### config.mk
export PLATFORM = sky130hd
export DESIGN_NAME = keypad_scanner
export DESIGN_NICKNAME = d
export VERILOG_FILES = /design/src/rtl/keypad_scanner.sv
export SDC_FILE = /design/constraint.sdc
export NUM_CORES = 1
export LEC_CHECK = 0
export ABC_AREA = 0
export BUFFER_PORTS_ARGS = -buffer_cell sky130_fd_sc_hd__buf_2
export CORE_ASPECT_RATIO = 0.75
export CORE_MARGIN = 5
export CORE_UTILIZATION = 30
export CTS_CLUSTER_DIAMETER = 30
export DETAILED_ROUTE_END_ITERATION = 16
export GPL_TIMING_DRIVEN = 0
export PLACE_DENSITY_LB_ADDON = 0.1
export SYNTH_ARGS = -nofsm -noshare
export SYNTH_HDL_FRONTEND = slang
export SYNTH_SLANG_ARGS = --single-unit
### constraint.sdc
create_clock -name clk -period 4.5 [get_ports clk]
set_input_delay 0 -clock clk [delete_from_list [all_inputs] [get_ports clk]]
set_output_delay 0 -clock clk [all_outputs]
set_load 0.01 [all_outputs]
### src/rtl/keypad_scanner.sv
// keypad_scanner
// Scans a 4x4 active-low matrix keypad one column at a time. It debounces
// presses and releases, then reports each accepted press as a hex key code
// with a one-cycle strobe.
//
// Ports:
//   clk          system clock
//   rst_n        synchronous active-low reset
//   row[3:0]     keypad rows, active-low, asynchronous to clk
//   col[3:0]     column drive, active-low, one-hot-low
//   key_code     hex code of the last accepted key
//   key_valid    one-cycle pulse when a new key is accepted
//   key_held     high while the accepted key remains pressed
//   o_dbg_state  current FSM state (debug observation only)
//
// Handshake: key_valid is a single-cycle qualifier with no ready. key_code is
// valid in the cycle key_valid is high and holds until the next accepted key.
module keypad_scanner #(
  parameter int SCAN_DIV       = 50000,
  parameter int DEBOUNCE_SCANS = 4
) (
  input  logic       clk,
  input  logic       rst_n,
  input  logic [3:0] row,
  output logic [3:0] col,
  output logic [3:0] key_code,
  output logic       key_valid,
  output logic       key_held,
  output logic [1:0] o_dbg_state
);

  typedef enum logic [1:0] {
    ST_SCAN     = 2'd0,
    ST_DEBOUNCE = 2'd1,
    ST_HELD     = 2'd2
  } state_t;

  localparam int             CW      = $clog2(SCAN_DIV);
  localparam logic [CW-1:0]  CNT_MAX = CW'(SCAN_DIV - 1);
  localparam logic [3:0]     DEB_MAX = 4'(DEBOUNCE_SCANS);

  state_t        r_state, w_state_nx;
  logic [CW-1:0] r_cnt;
  logic [3:0]    r_sync1, r_row_s;
  logic [3:0]    r_col, w_col_nx;
  logic [3:0]    r_deb, w_deb_nx;
  logic [1:0]    r_cand, w_cand_nx;
  logic [3:0]    r_code, w_code_nx;
  logic          r_valid, w_valid_nx;
  logic          r_held, w_held_nx;

  logic          w_tick;
  logic          w_single;
  logic          w_idle;
  logic [1:0]    w_row_idx;
  logic [1:0]    w_col_idx;
  logic [3:0]    w_col_rot;
  logic [3:0]    w_deb_inc;
  logic          w_accept;
  logic [1:0]    w_acc_row;

  function automatic logic [3:0] key_map(input logic [1:0] r, input logic [1:0] c);
    logic [3:0] k;
    case ({r, c})
      4'b00_00: k = 4'h1;  4'b00_01: k = 4'h2;  4'b00_10: k = 4'h3;  4'b00_11: k = 4'hA;
      4'b01_00: k = 4'h4;  4'b01_01: k = 4'h5;  4'b01_10: k = 4'h6;  4'b01_11: k = 4'hB;
      4'b10_00: k = 4'h7;  4'b10_01: k = 4'h8;  4'b10_10: k = 4'h9;  4'b10_11: k = 4'hC;
      4'b11_00: k = 4'hE;  4'b11_01: k = 4'h0;  4'b11_10: k = 4'hF;  default:  k = 4'hD;
    endcase
    return k;
  endfunction

  assign w_tick    = (r_cnt == CNT_MAX);
  assign w_idle    = (r_row_s == 4'b1111);
  assign w_col_rot = {r_col[2:0], r_col[3]};
  assign w_deb_inc = r_deb + 4'd1;

  // Exactly one low row is a usable press; multiple low rows are ghosts.
  always_comb begin
    w_single  = 1'b0;
    w_row_idx = 2'd0;
    case (r_row_s)
      4'b1110: begin w_single = 1'b1; w_row_idx = 2'd0; end
      4'b1101: begin w_single = 1'b1; w_row_idx = 2'd1; end
      4'b1011: begin w_single = 1'b1; w_row_idx = 2'd2; end
      4'b0111: begin w_single = 1'b1; w_row_idx = 2'd3; end
      default: begin w_single = 1'b0; w_row_idx = 2'd0; end
    endcase
  end

  always_comb begin
    case (r_col)
      4'b1101: w_col_idx = 2'd1;
      4'b1011: w_col_idx = 2'd2;
      4'b0111: w_col_idx = 2'd3;
      default: w_col_idx = 2'd0;
    endcase
  end

  // Next-state logic. Everything only advances on a column tick, except
  // key_valid, which defaults low so it can only ever last one cycle.
  always_comb begin
    w_state_nx = r_state;
    w_col_nx   = r_col;
    w_deb_nx   = r_deb;
    w_cand_nx  = r_cand;
    w_code_nx  = r_code;
    w_valid_nx = 1'b0;
    w_held_nx  = r_held;
    w_accept   = 1'b0;
    w_acc_row  = r_cand;
    if (w_tick) begin
      case (r_state)
        ST_SCAN: begin
          if (w_single) begin
            w_cand_nx = w_row_idx;
            if (DEBOUNCE_SCANS == 1) begin
              w_accept  = 1'b1;
              w_acc_row = w_row_idx;
            end else begin
              w_deb_nx   = 4'd1;
              w_state_nx = ST_DEBOUNCE;
            end
          end else begin
            w_col_nx = w_col_rot;
          end
        end
        ST_DEBOUNCE: begin
          if (w_single && (w_row_idx == r_cand)) begin
            if (w_deb_inc == DEB_MAX) begin
              w_accept  = 1'b1;
              w_acc_row = r_cand;
            end else begin
              w_deb_nx = w_deb_inc;
            end
          end else begin
            w_state_nx = ST_SCAN;
            w_col_nx   = w_col_rot;
            w_deb_nx   = 4'd0;
          end
        end
        ST_HELD: begin
          // Column stays frozen, so only the held key's column is watched;
          // a release is a run of idle samples on that column.
          if (w_idle) begin
            if (w_deb_inc == DEB_MAX) begin
              w_held_nx  = 1'b0;
              w_deb_nx   = 4'd0;
              w_state_nx = ST_SCAN;
              w_col_nx   = w_col_rot;
            end else begin
              w_deb_nx = w_deb_inc;
            end
          end else begin
            w_deb_nx = 4'd0;
          end
        end
        default: begin
          w_state_nx = ST_SCAN;
          w_deb_nx   = 4'd0;
        end
      endcase
    end
    if (w_accept) begin
      w_code_nx  = key_map(w_acc_row, w_col_idx);
      w_valid_nx = 1'b1;
      w_held_nx  = 1'b1;
      w_deb_nx   = 4'd0;
      w_state_nx = ST_HELD;
    end
  end

  always_ff @(posedge clk) begin
    if (!rst_n) begin
      r_state <= ST_SCAN;
      r_cnt   <= '0;
      r_sync1 <= 4'b1111;
      r_row_s <= 4'b1111;
      r_col   <= 4'b1110;
      r_deb   <= 4'd0;
      r_cand  <= 2'd0;
      r_code  <= 4'd0;
      r_valid <= 1'b0;
      r_held  <= 1'b0;
    end else begin
      r_state <= w_state_nx;
      r_cnt   <= w_tick ? '0 : r_cnt + CW'(1);
      r_sync1 <= row;
      r_row_s <= r_sync1;
      r_col   <= w_col_nx;
      r_deb   <= w_deb_nx;
      r_cand  <= w_cand_nx;
      r_code  <= w_code_nx;
      r_valid <= w_valid_nx;
      r_held  <= w_held_nx;
    end
  end

  assign col         = r_col;
  assign key_code    = r_code;
  assign key_valid   = r_valid;
  assign key_held    = r_held;
  assign o_dbg_state = r_state;

endmodule

==> Yosys cells after proc, flatten, opt, wreduce, memory -nomap -nowiden <==
Memory sizes are Yosys's and may differ from the RTL's. A register that Yosys moved wholly into a read port is not among the register bits.
Index checks and enable logic that the tools add are counted.
W data, S select, Z words.
{ "totals": {"regBits": 38, "rom_bits": 64, "in_bits": 6, "output_inout_bits": 12, "word_cells": 85, "mem_count": 1} }
{ "classes": {"n_addsub": 2, "n_eq_ne": 23, "n_mux": 31, "n_bitwise": 1, "reduce_logical": 17} }
{ "memory_table": {"columns": ["name", "words", "word_bits", "rd", "rd_clocked_by_memory_dff", "wr", "line", "rtl"], "rows": [
  ["(name not given)", 16, 4, 1, 1, 0, "64", "case ({r, c})"]
]} }
{ "ops": {"columns": ["operator", "count"], "rows": [
  ["$mux W4", 9],
  ["$eq A4 B4 Y1 const B", 6],
  ["$pmux W4 S3", 2],
  ["$pmux W2 S3", 3],
  ["$add A16 B1 Y16 const B", 1],
  ["$eq A16 B16 Y1 const B", 1],
  ["$ne A3 B3 Y1 const B", 5],
  ["$eq A4 B3 Y1 const B", 3],
  ["$mux W2", 6],
  ["$mux W1", 11],
  ["$ne A2 B2 Y1 const B", 5],
  ["$reduce_and A5 Y1", 2],
  ["$reduce_bool A2 Y1", 4],
  ["$reduce_and A3 Y1", 2],
  ["$reduce_and A6 Y1", 1],
  ["$add A4 B1 Y4 const B", 1],
  ["$reduce_and A4 Y1", 1],
  ["$reduce_or A2 Y1", 2],
  ["$reduce_or A4 Y1", 1],
  ["$reduce_bool A3 Y1", 1],
  ["$eq A2 B1 Y1 const B", 1],
  ["$eq A2 B2 Y1", 1],
  ["$eq A2 B2 Y1 const B", 1],
  ["$logic_not A2 Y1", 1],
  ["other kinds (3)", 3]
]} }

==> Logic depth before layout (Yosys ltp) <==
{ "logic_depth": {"depth_word": 9, "depth_mapped": 9, "ltp_nobuf": 9} }

==> Worst setup path before layout <==
OpenSTA, ideal clock, no wires.
{ "synth_path": {"kind": "reg2reg", "startpoint": "register r_cnt[0]", "endpoint": "register r_deb[2]", "setup_ns": 0.120, "t_arrival_ns": 1.901, "required_time_ns": 4.380, "setup_slack_ns": 2.479, "stages_incl_launch_ff": 8, "path_buffers": 0, "period_less_slack_ns": 2.021, "path_cell_list": "dfxtp_1 -> ha_1 -> and3_1 -> nand3_1 -> or3_4 -> a311oi_4 -> a2bb2oi_1 -> a21oi_1"} }
{ "synth_via": {"elab_chain_len": 3, "elab_cells_between_ends": 4, "cone_classes": "eq/ne (1); mux (1); reduce/logical (2)"} }
{ "synth_rtl": {"columns": ["item", "line", "rtl"], "rows": [
  ["start, declared", "43", "logic [CW-1:0] r_cnt;"],
  ["start signal, assigned", "187", "r_cnt <= w_tick ? '0 : r_cnt + CW'(1);"],
  ["$eq A16 B16 Y1 *", "73", "assign w_tick = (r_cnt == CNT_MAX);"],
  ["$mux W1", "112", "if (w_tick) begin"],
  ["$reduce_or A2 Y1 (no line)", null, null],
  ["end signal, assigned", "191", "r_deb <= w_deb_nx;"],
  ["end, declared", "46", "logic [3:0] r_deb, w_deb_nx;"]
]} }
Every way passes the cells marked *; elsewhere a longest branch is shown, timed or not.
A chain may end at the register's enable or synchronous reset.

==> Worst setup path in the final report <==
{ "layout_path": {"startpoint": "register r_cnt[0]", "endpoint": "register r_col[0] (netlist: col[0])"} }
{ "layout_via": {"elab_chain_len": 2} }
{ "layout_rtl": {"columns": ["item", "line", "rtl"], "rows": [
  ["$eq A16 B16 Y1", "73", null],
  ["$reduce_and A6 Y1 (no line)", null, null],
  ["end signal, assigned", "190", "r_col <= w_col_nx;"],
  ["end, declared", "45", "logic [3:0] r_col, w_col_nx;"]
]} }
No other way between the ends.

==> results.yml <==
synthesis:
  syn_inst: 244
  yosys.area.top_type: "dfxtp_1"
  synth_most_common_cell: "dfxtp_1"
  synth_area_leaders: "dfxtp_1 (39%), mux2i_1 (5.6%), nor2_1 (5.4%)"
  netlist.area_leader.share_pct: 39.2
  synth_edf_count: 0
  synth_cell_types: 47
  ys_top_cells_by_count: "dfxtp_1 (42), nor2_1 (31), nand2_1 (18)"
  synth-warning-count: 0
  synth-seq-cells: 42
  ys_seq_area_share_pct: 39.2
  avgSynthCellArea_sq_um: 8.79
  syn-cell-area_sq_um: 2140
  ys.flop_type: "dfxtp_1"
  async_flop_share_pct: 0
  syn-num-nets: 258
detailed_routing:
  routed_wl_um: 4520
  ant_nets: 0
  highest_layer: "met4"
  firstDrtPassIters: 4
  drc: 0
  wl_met3_um: 154
  routedWlPerCell_um: 12.1
  initialDrtViolationCount: 39
  m1WireLength_um: 2600
  met2RoutedLength_um: 1730
  viasPerCell: 4.53
  vias: 1687
grt:
  grt_pass1_vias: 1607
  grt_max_degree: 15
  grt-ovfl-total: 0
  grt_pass1_wl_um: 8010
  antenna_found_initial: 0
  grt_usage_pct: 11.0
floorplan:
  die_h_um: 83.2
  start_util_pct: 31.1
  die_x_um: 108
  core_area_sq_um: 6900
  io_pins: 18
  fp-row-count: 26
  die_area_sq_um: 8960
setup_path:
  cp-end-kind: "flip-flop"
  cpMaxStageDelayCell: "a211oi_2"
  ff2ff_path_depth: 7
  cp.required_ns: 4.72
  setup.worst_path.class: "reg2reg"
  worst_path_largest_cell_delay_ns: 0.48
  crit_chain: "ha_1 -> and3_1 -> nand3_1 -> nor3_2 -> o21ai_1 -> a211oi_2 -> mux2i_1"
  critPathMaxFanout: 5
  cp-start-kind: "flip-flop"
  crit_arrival_ns: 2.69
power_and_ir_drop:
  internal-power_uw: 560
  p_sw_uw: 164
  pwr-share-comb_pct: 5.5
  power.static_leakage_nw: 0.998
  pwr-share-seq_pct: 52.5
  power_density_nw_per_um2: 288
  p_sw_share_pct: 22.6
  irDropWorstVdd_v: 0.000119
  p_clk_share_pct: 42.0
sta:
  period_needed_ns: 2.47
  rsz0062_at_grt: "no"
  fmax_ghz: 0.406
  setup_violations: 0
  finalClockSkew_ns: 0.00830
  hold_slack_ns: 0.411
  fin_setup_tns_ns: 0
  layout_setup_ws_ns: 2.03
  slew_headroom_pct: 56.7
  worst_slew_pin_slew_ns: 0.649
  report.final.slew_viol_count: 0
  hold_viol: 0
  post-route-period-util_pct: 54.8
placement:
  dpl_cell_area_sq_um: 2350
  pre_cts_slack_ns: 2.03
  port-buffer-count: 17
  gp_congestion: 0.755
  dp_hpwl_um: 3350
hold_path:
  whs_path_depth: 1
  hold_class: "reg2reg"
finish:
  final_net_count: 287
  post-route-util_pct: 36.5
  final_area_sq_um: 2510
  drive_gt1_share_pct: 14.2
  antenna_cells: 0
  synthToLayoutAreaGrowth_pct: 17.3
clock_tree:
  ctsHoldBuffers: 5
  cts_tree: "built"
  cts.htree.levels: 2
  cts.path.max_buffers: 2
  cts-resized-gates: 0
  root_buffer: "clkbuf_8"
  cts_sinks: 42
  clkTransAtPathRegs_ns: 0.09
  post_cts_buffers: 0
  cts_buffers: 5
  worstSkewPairLatency_ns: 0.29
flow_run:
  max_cap_viol_count: 0
run_status:
  status: "complete, no violations"
## metrics by stage
step                      power (mW)  cells
after floorplan                0.415    244
after global placement         0.426    359
after global routing           0.764    372
final                          0.724    372
after CTS                      0.736    372
after detailed placement       0.426    359
## worst paths after layout
path | start | endpoint | slack, ns
max reg2reg | r_cnt[0]$_SDFF_PP0_ | col[0]$_SDFFE_PN0P_ | 2.03
max | r_cnt[0]$_SDFF_PP0_ | col[0]$_SDFFE_PN0P_ | 2.03
min | r_sync1[3]$_SDFF_PN1_ | r_row_s[3]$_SDFF_PN1_ | 0.41
min reg2reg | r_sync1[3]$_SDFF_PN1_ | r_row_s[3]$_SDFF_PN1_ | 0.41
## sequential cells by signal, indices dropped and copies added, names as in the netlist
| signal | count |
|---|---|
| r_cnt | 16 |
| col | 4 |
| key_code | 4 |
| r_deb | 4 |
| r_row_s | 4 |
| r_sync1 | 4 |
| o_dbg_state | 2 |
| r_cand | 2 |
| key_held | 1 |
| key_valid | 1 |
## kinds of logic (layout without fill, tap and decap cells)
group | Yosys count | after routing | synth area share (%)
mux | 14 | 14 | 7.18
fa+ha+maj | 8 | 8 | 4.67
flops | 42 | 42 | 39.2
buf+inv | 19 | 49 | 3.50
compound gates | 38 | 38 | 13.1
xor+xnor | 17 | 17 | 6.94
simple gates | 106 | 106 | 25.4
## worst max-delay path: cells and delay by family, from the launching register on
kind | cells | cell delay [ns]
muxes | 1 | 0.24
and+or+nand+nor | 3 | 0.86
DFF | 1 | 0.39
adders and majority gates | 1 | 0.19
AOI/OAI and AO/OA | 2 | 0.71
## power by group through the flow
| stage | clock (mW) | combinational, mW | sequential (mW) |
|---|---|---|---|
| CTS | 0.315 | 0.0402 | 0.380 |
| floorplan | 0 | 0.0270 | 0.388 |
| global route | 0.337 | 0.0455 | 0.381 |
| detailed placement | 0 | 0.0367 | 0.389 |
| global placement | 0 | 0.0370 | 0.389 |
| finish | 0.304 | 0.0398 | 0.380 |
## placed cells by master, fill, tap and decap left out, types with 2 or more instances in the layout
master / count
dlygate4sd3_1: 5
or3_1: 2
nor3_1: 4
xnor2_1: 6
ha_1: 8
o21ai_0: 5
nand2_1: 18
nor2_1: 31
nand2b_1: 15
or2_2: 2
clkbuf_1: 5
xor2_1: 11
nor2b_1: 3
clkbuf_8: 5
mux2i_1: 12
inv_1: 11
dfxtp_1: 42
o22ai_1: 2
buf_2: 19
nand3_1: 11
and3_1: 7
nand4_1: 5
and2_1: 2
o211ai_1: 2
a21oi_1: 14
## final cells by class
type / instances / area (sq um)
Timing Repair Buffer: 22 / 135
Clock inverter: 3 / 43.8
Clock buffer: 5 / 68.8
Buffer: 8 / 33.8
Sequential cell: 42 / 841
Inverter: 11 / 41.3
Tap cell: 98 / 123
Multi-Input combinational cell: 183 / 1230
Fill cell: 720 / 4380
## routing by layer
metal / GRT usage (%) / vias to the layer above
met3: 3.26 / 2
met2: 14.4 / 21
met5: 0 / -
met4: 2.75 / 0
met1: 17.2 / 764
li1: - / 900
(Power assumes the default switching activity.)
